--- config.mk ---
export PLATFORM = sky130hd
export DESIGN_NAME = hazard_stall_ctrl
export DESIGN_NICKNAME = d
export VERILOG_FILES = /design/src/rtl/hazard_stall_ctrl.sv
export SDC_FILE = /design/constraint.sdc
export NUM_CORES = 1
export LEC_CHECK = 0
export BUFFER_PORTS_ARGS = -buffer_cell sky130_fd_sc_hd__buf_2
export CAP_MARGIN = 25
export CORE_MARGIN = 2
export CORE_UTILIZATION = 55
export DETAILED_ROUTE_END_ITERATION = 10
export GPL_ROUTABILITY_DRIVEN = 0
export PLACE_DENSITY = 0.81
export SYNTH_ARGS = -nofsm -noshare
export SYNTH_HDL_FRONTEND = slang
export SYNTH_SLANG_ARGS = --single-unit
--- constraint.sdc ---
create_clock -name clk -period 2.6 [get_ports clk]
set_input_delay 0.52 -clock clk [delete_from_list [all_inputs] [get_ports clk]]
set_output_delay 0.52 -clock clk [all_outputs]
set_load 0.02 [all_outputs]
--- src/rtl/hazard_stall_ctrl.sv ---
// ============================================================================
// Module   : hazard_stall_ctrl
// Purpose  : Pipeline stall/flush control for load-use, branch and memory waits.
// Revision : 1.0
// ============================================================================
`default_nettype none

module hazard_stall_ctrl (
    input  logic        clk,
    input  logic        rst_n,
    input  logic [4:0]  id_rs,
    input  logic [4:0]  id_rt,
    input  logic        ex_memread,
    input  logic [4:0]  ex_rt,
    input  logic        branch_taken,
    input  logic        icache_busy,
    input  logic        dcache_busy,
    input  logic        clr_cnt,
    output logic        pc_write,
    output logic        if_id_write,
    output logic        if_flush,
    output logic        id_ex_bubble,
    output logic        proc_stall,
    output logic [15:0] stall_cnt,
    output logic [7:0]  lu_cnt,
    output logic [7:0]  flush_cnt,
    output logic        err
);

    typedef enum logic [1:0] {
        RUN      = 2'd0,
        LU_HOLD  = 2'd1,
        MEM_WAIT = 2'd2
    } state_t;

    localparam logic [7:0] WAIT_LIMIT = 8'd254;

    state_t      state_q, state_d;
    logic [7:0]  wait_q, wait_d;
    logic [15:0] stall_cnt_q, stall_cnt_d;
    logic [7:0]  lu_cnt_q, lu_cnt_d;
    logic [7:0]  flush_cnt_q, flush_cnt_d;
    logic        err_q, err_d;

    logic mem_busy;
    logic load_use;
    logic pc_write_c, if_id_write_c, if_flush_c, bubble_c;

    assign mem_busy = icache_busy | dcache_busy;
    assign load_use = ex_memread & (ex_rt != 5'd0) & ((ex_rt == id_rs) | (ex_rt == id_rt));

    always_comb begin
        state_d       = state_q;
        pc_write_c    = 1'b0;
        if_id_write_c = 1'b0;
        if_flush_c    = 1'b0;
        bubble_c      = 1'b0;
        if (mem_busy) begin
            state_d = MEM_WAIT;
        end else if (load_use && (state_q != LU_HOLD)) begin
            // The cycle after a bubble ignores the still-visible hazard.
            bubble_c = 1'b1;
            state_d  = LU_HOLD;
        end else begin
            pc_write_c    = 1'b1;
            if_id_write_c = 1'b1;
            if_flush_c    = branch_taken;
            state_d       = RUN;
        end
    end

    // Outputs are forced to their frozen values while reset is held.
    assign pc_write     = rst_n & pc_write_c;
    assign if_id_write  = rst_n & if_id_write_c;
    assign if_flush     = rst_n & if_flush_c;
    assign id_ex_bubble = rst_n & bubble_c;
    assign proc_stall   = mem_busy | ~rst_n;

    always_comb begin
        wait_d      = 8'd0;
        stall_cnt_d = stall_cnt_q;
        lu_cnt_d    = lu_cnt_q;
        flush_cnt_d = flush_cnt_q;
        err_d       = err_q;
        if (state_q == MEM_WAIT) begin
            wait_d = (wait_q == 8'hFF) ? wait_q : wait_q + 8'd1;
        end
        if (clr_cnt) begin
            stall_cnt_d = 16'd0;
            lu_cnt_d    = 8'd0;
            flush_cnt_d = 8'd0;
            err_d       = 1'b0;
        end else begin
            if (mem_busy && (stall_cnt_q != 16'hFFFF)) stall_cnt_d = stall_cnt_q + 16'd1;
            if (bubble_c && (lu_cnt_q != 8'hFF))       lu_cnt_d    = lu_cnt_q + 8'd1;
            if (if_flush_c && (flush_cnt_q != 8'hFF))  flush_cnt_d = flush_cnt_q + 8'd1;
            // Timeout when this MEM_WAIT cycle brings the wait count to 255.
            if ((state_q == MEM_WAIT) && mem_busy && (wait_q >= WAIT_LIMIT)) err_d = 1'b1;
        end
    end

    always_ff @(posedge clk or negedge rst_n) begin
        if (!rst_n) begin
            state_q     <= RUN;
            wait_q      <= 8'd0;
            stall_cnt_q <= 16'd0;
            lu_cnt_q    <= 8'd0;
            flush_cnt_q <= 8'd0;
            err_q       <= 1'b0;
        end else begin
            state_q     <= state_d;
            wait_q      <= wait_d;
            stall_cnt_q <= stall_cnt_d;
            lu_cnt_q    <= lu_cnt_d;
            flush_cnt_q <= flush_cnt_d;
            err_q       <= err_d;
        end
    end

    assign stall_cnt = stall_cnt_q;
    assign lu_cnt    = lu_cnt_q;
    assign flush_cnt = flush_cnt_q;
    assign err       = err_q;

endmodule

`default_nettype wire

Word-level counts from Yosys, hierarchy flattened
Cells that the tools add are included.
{"block": "totals", "ff_bits": 43, "latch_bits": 0, "mem_bits_rw": 0, "rom_bits": 0, "output_inout_bits": 38, "wordCells": 58, "n_memories": 0}
{"block": "classes", "n_addsub": 4, "n_mul": 0, "div_mod_pow": 0, "magnitude_cmp": 1, "n_eq_ne": 9, "n_shift": 0, "muxes": 18, "bitwise_logic": 9, "n_reduce_logical": 11}
{"op": "$mux W8", "n": 6}
{"op": "$mux W16", "n": 2}
{"op": "$add A8 B1 Y8 const B", "n": 3}
{"op": "$add A16 B1 Y16 const B", "n": 1}
{"op": "$ne A16 B16 Y1 const B", "n": 1}
{"op": "$ne A8 B8 Y1 const B", "n": 2}
{"op": "$eq A5 B5 Y1", "n": 2}
{"op": "$mux W1", "n": 9}
{"op": "$eq A8 B8 Y1 const B", "n": 1}
{"op": "$ge A8 B8 Y1 const B", "n": 1}
{"op": "$reduce_bool A2 Y1", "n": 4}
{"op": "$logic_and A1 B1 Y1", "n": 6}
{"op": "$and A1 B1 Y1", "n": 5}
{"op": "$reduce_bool A5 Y1", "n": 1}
{"op": "$or A1 B1 Y1", "n": 3}
{"op": "$eq A2 B2 Y1 const B", "n": 1}
{"op": "$mux W2", "n": 1}
{"op": "$ne A2 B1 Y1 const B", "n": 1}
{"op": "$ne A2 B2 Y1 const B", "n": 1}
{"op": "$not A1 Y1", "n": 1}

Longest topological paths before layout
{"block": "logic_depth", "depth_word": 9, "ltp_mapped": 7, "depth_no_buf": 6}

Worst setup path before layout
No wires, ideal clock.
{"block": "synth_path", "path_kind": "in2out", "start": "in ex_rt[3]", "end": "out pc_write", "arrival_time_ns": 2.114, "required_time_ns": 2.080, "path_slack_ns": -0.034, "path_stages": 5, "path_cell_list": "or4_1 o221a_4 or2b_1 nor2b_1 buf_4"}
{"block": "synth_between", "elab_chain_len": 7, "elab_cells_between_ends": 10}
{"item": "start, declared", "line": "14", "text": "input logic [4:0] ex_rt,"}
{"item": "$eq A5 B5 Y1 / $reduce_bool A5 Y1 (equally long branches)", "line": "50", "text": "assign load_use = ex_memread & (ex_rt != 5'd0) & ((ex_rt == id_rs) | (ex_rt == id_rt));"}
{"item": "$or A1 B1 Y1 / $and A1 B1 Y1 (equally long branches)", "line": "50"}
{"item": "$and A1 B1 Y1 *", "line": "50"}
{"item": "$logic_and A1 B1 Y1 *", "line": "60", "text": "end else if (load_use && (state_q != LU_HOLD)) begin"}
{"item": "$mux W1 * (2 in a row)"}
{"item": "$and A1 B1 Y1 *"}
{"item": "end, declared", "line": "19", "text": "output logic pc_write,"}
Mark *: on every way between the ends. The rest lies on a longest branch, timed or not.

Worst setup path after layout
{"block": "layout_path", "start": "in ex_rt[3]", "end": "out if_flush"}
{"block": "layout_between", "elab_chain_len": 7, "elab_cells_between_ends": 10}
{"item": "$eq A5 B5 Y1 / $reduce_bool A5 Y1 (equally long branches)", "line": "50"}
{"item": "$or A1 B1 Y1 / $and A1 B1 Y1 (equally long branches)", "line": "50"}
{"item": "$and A1 B1 Y1 *", "line": "50"}
{"item": "$logic_and A1 B1 Y1 *", "line": "60"}
{"item": "$mux W1 *", "line": "60"}
{"item": "$mux W1 *", "line": "58", "text": "if (mem_busy) begin"}
{"item": "$and A1 B1 Y1 *", "line": "75", "text": "assign if_flush = rst_n & if_flush_c;"}
{"item": "end, declared", "line": "21", "text": "output logic if_flush,"}
Marks and branches as above.

==> parameters.txt <==
Parameter                              Value

STA
  Total negative setup slack ... 0 ps
  Worst hold slack across all endpoints ... between 200 and 250 ps
  Pin slew with the least headroom to its limit ... approximately 650 ps
  Fmax ... slightly below 0.4 GHz
  Final setup violation count ... 0
  Final critical path time including I/O delays and setup ... between 2000 and 3000 ps
  RSZ-0062 raised after global routing ... no
  Final Hold Violating Endpoints ... 0
  Slew Viols, Final ... 0
  Worst path setup slack after routing ... 60.14 ps
  Setup clock skew after layout ... 9.743 ps
  Share of the clock period used by the worst path ... 0.9769
  Slew headroom ... 0.5652

Layout
  Number of nets in the layout ... about 380
  Diode count ... 0
  Area added between synthesis and finish ... 16.64%
  Layout cell share with drive strength beyond 1 ... 0.2779

Yosys
  Syn Area/Cell ... around 9.5 sq um
  Net Count, Synth ... 317
  Synthesized instance count ... 290
  Unique cell type count in the Yosys netlist ... 54
  Flip-flop and latch count after synthesis ... 43
  Area share of the largest cell type after synthesis ... 0.3900
  Most used flip-flop cell after synthesis ... sky130_fd_sc_hd__dfrtp_1
  Cell type contributing the most total cell area after synthesis ... sky130_fd_sc_hd__dfrtp_1
  Async S/R FF share, synth ... 1.000
  Sequential share of the synthesized area ... 0.3900
  Number of flops mapped to enable cells by yosys ... 0
  Yosys synthesis warning count ... 0
  Mapped cell area ... roughly 2800 sq um
  Top cells by area, synth ... sky130_fd_sc_hd__dfrtp_1 39%, sky130_fd_sc_hd__xor2_1 7.0%, sky130_fd_sc_hd__nor2_1 4.5%, sky130_fd_sc_hd__nand3_1 3.3%, sky130_fd_sc_hd__a21oi_1 2.4%

Route
  Final Routed Wirelength ... 6085 um
  Detailed Route Iter0 Violations ... between 100 and 150
  Count of antenna-violating nets left after detailed routing ... 0
  Routed len/inst ... between 10 and 15 um
  DRC viols ... 0
  First-pass iteration count of the detailed router ... 4
  Number of vias after detailed routing ... between 2k and 2.5k
  Avg Vias per Cell ... 5.882

Clock tree
  Longest Clk Path Bufs ... 2
  TritonCTS clock tree ... built
  Buffers inserted during post-CTS setup optimization ... 0
  Count of hold buffers inserted by post-cts repair ... 0
  Num CTS Buffers ... 5
  Clock Tree Root ... sky130_fd_sc_hd__clkbuf_8
  CTS Sinks ... 43
  Number of gates resized after CTS ... 0
  Clock transition at the registers of the reported paths ... 80 ps
  Clock latency at the later pin of the worst-skew pair ... around 300 ps
  Level count of the clock H-tree ... 2

Floorplan
  Height of the chip ... ~75 um
  Starting density of the core ... 0.5765
  Io pins ... 60
  Area of the core ... 4786 sq um
  Die span in x ... about 75 um
  Cell Rows ... 25
  Die area ... about 5600 sq um

GRT
  Global-route wire length before repair ... about 10000 um
  Gr ovfl total ... 0
  Antenna violations before repair ... 0
  Largest net degree at the start of global routing ... 35
  Via count of the first global-routing pass ... around 2.2k
  Global-route usage over all layers ... 0.2328

Setup path
  Length in cells of the worst reg-to-reg path ... 7
  Setup crit end ... if_flush
  Endpoint type of the worst setup path ... output pin
  Worst R2R Setup Slack ... around 420 ps
  Worst setup path start ... ex_rt[3]
  R2R Path Start ... flush_cnt[0]$_DFFE_PN0P_
  Critical register-to-register path endpoint ... flush_cnt[2]$_DFFE_PN0P_
  Type of element launching the critical path ... input port
  Arrival time worst endpoint ... 2020 ps
  Max FO, Critical Path ... 4
  Category of the most critical setup path ... in2out
  Endpoint required time on the critical path ... ~2100 ps

Power and ir drop
  Power density of the placed cells ... about 440 nW/um^2
  Post-layout power ... 1.432 mW
  Leakage Power ... between 1 and 1.5 nW
  Worst vdd ir ... roughly 360 uV

Job
  Max-cap violations ... 0

Placement
  HPWL after DPL ... 4372 um
  Number of buffer cells added on primary ports ... slightly below 60
  Pre-CTS worst setup slack ... 36.16 ps

Min path
  Class of the worst hold path ... in2async

Outcome
  Status ... finished, final reports clean
## how the worst min path moves through the flow
stage	from	end	slack [ps]	cells past startpoint
global route	rst_n	wait_q[3]$_DFFE_PN0P_	280	2
detailed placement	err$_DFFE_PN0P_	err$_DFFE_PN0P_	500	2
floorplan	rst_n	err$_DFFE_PN0P_	220	0
finish	rst_n	stall_cnt[4]$_DFFE_PN0P_	240	2
CTS	rst_n	stall_cnt[4]$_DFFE_PN0P_	250	2
global placement	err$_DFFE_PN0P_	err$_DFFE_PN0P_	480	2
## cells in the final DEF, fill, tap and decap left out, drive strengths merged, types with 2 or more instances in the layout
master | netlist | final
a211oi | 2 | 2
a21oi | 13 | 13
a221oi | 7 | 7
and3 | 5 | 5
and4 | 3 | 3
buf | 9 | 67
clkbuf | 7 | 8
dfrtp | 43 | 43
ha | 5 | 5
inv | 9 | 9
nand2 | 12 | 12
nand2b | 4 | 4
nand3 | 20 | 20
nand3b | 4 | 4
nand4 | 5 | 5
nor2 | 33 | 33
nor2b | 4 | 4
nor3 | 9 | 9
nor3b | 3 | 3
nor4 | 8 | 8
nor4b | 3 | 3
o2111ai | 5 | 5
o211ai | 3 | 3
o21ai | 9 | 9
o221ai | 2 | 2
o311ai | 3 | 3
o31ai | 8 | 8
or2 | 3 | 3
or3 | 5 | 5
or4 | 8 | 8
xnor2 | 3 | 3
xor2 | 22 | 22
## cell usage after synthesis, types with 6 or more instances
cell type                  count
sky130_fd_sc_hd__nand2_1      12
sky130_fd_sc_hd__a21oi_1      13
sky130_fd_sc_hd__o31ai_1       7
sky130_fd_sc_hd__nand3_1      18
sky130_fd_sc_hd__inv_1         9
sky130_fd_sc_hd__dfrtp_1      43
sky130_fd_sc_hd__or4_1         8
sky130_fd_sc_hd__xor2_1       22
sky130_fd_sc_hd__nor3_1        9
sky130_fd_sc_hd__clkbuf_1      6
sky130_fd_sc_hd__o21ai_0       9
sky130_fd_sc_hd__nor2_1       33
## per-stage QoR
| step | cell area [sq um] | utilization | cells |
|---|---|---|---|
| detailed placement | 3114 | 0.6507 | 408 |
| global route | 3218 | 0.6724 | 416 |
| CTS | 3214 | 0.6716 | 416 |
| finish | 3218 | 0.6724 | 416 |
| floorplan | 2761 | - | 290 |
| global placement | 3114 | 0.6507 | 408 |
## registers in the layout, indices dropped and copies added (netlist names)
signal,flops
lu_cnt,8
err,1
state_q,2
wait_q,8
flush_cnt,8
stall_cnt,16
## final cells by class
type                    instances  area (sq um)
multi-input cells             222          1569
fillers                       389          1568
flip-flops and latches         43          1076
repair buffers                 67         355.3
clock buffers                   8         100.1
well taps                      67         83.83
inverters                       9         33.78
## routing by layer
metal	wire, um	vias up	GRT usage
met4	80	0	0.08532
li1	-	1200	-
met2	3018	62	0.3899
met3	273	9	0.03347
met1	2712	1176	0.3078
met5	0	-	0
## cell families (layout without fill, tap and decap cells)
| logic type | count (synthesis) | in the layout | share of synthesized area |
|---|---|---|---|
| AOI/OAI and AO/OA | 58 | 58 | 0.1723 |
| xor gates and xnor gates | 25 | 25 | 0.07937 |
| adders and majority gates | 5 | 5 | 0.02268 |
| buffers and inverters | 25 | 84 | 0.04535 |
| DFF | 43 | 43 | 0.3900 |
| muxes | 2 | 2 | 0.007710 |
| and+or+nand+nor | 132 | 132 | 0.2825 |
## where the power goes
part           total, mW  internal, mW  leakage (nW)  switching (mW)
clock network      0.476         0.243        0.0515           0.233
logic              0.214        0.0829         0.761           0.131
registers          0.742         0.700         0.590          0.0420
## critical path, stage by stage
cell and delay (ps):
sky130_fd_sc_hd__buf_2 120, sky130_fd_sc_hd__or4_1 540, sky130_fd_sc_hd__o221a_4 260, sky130_fd_sc_hd__or2b_4 220, sky130_fd_sc_hd__and4_1 200, sky130_fd_sc_hd__buf_2 160
Note: power is estimated with default switching activity, not from simulation.
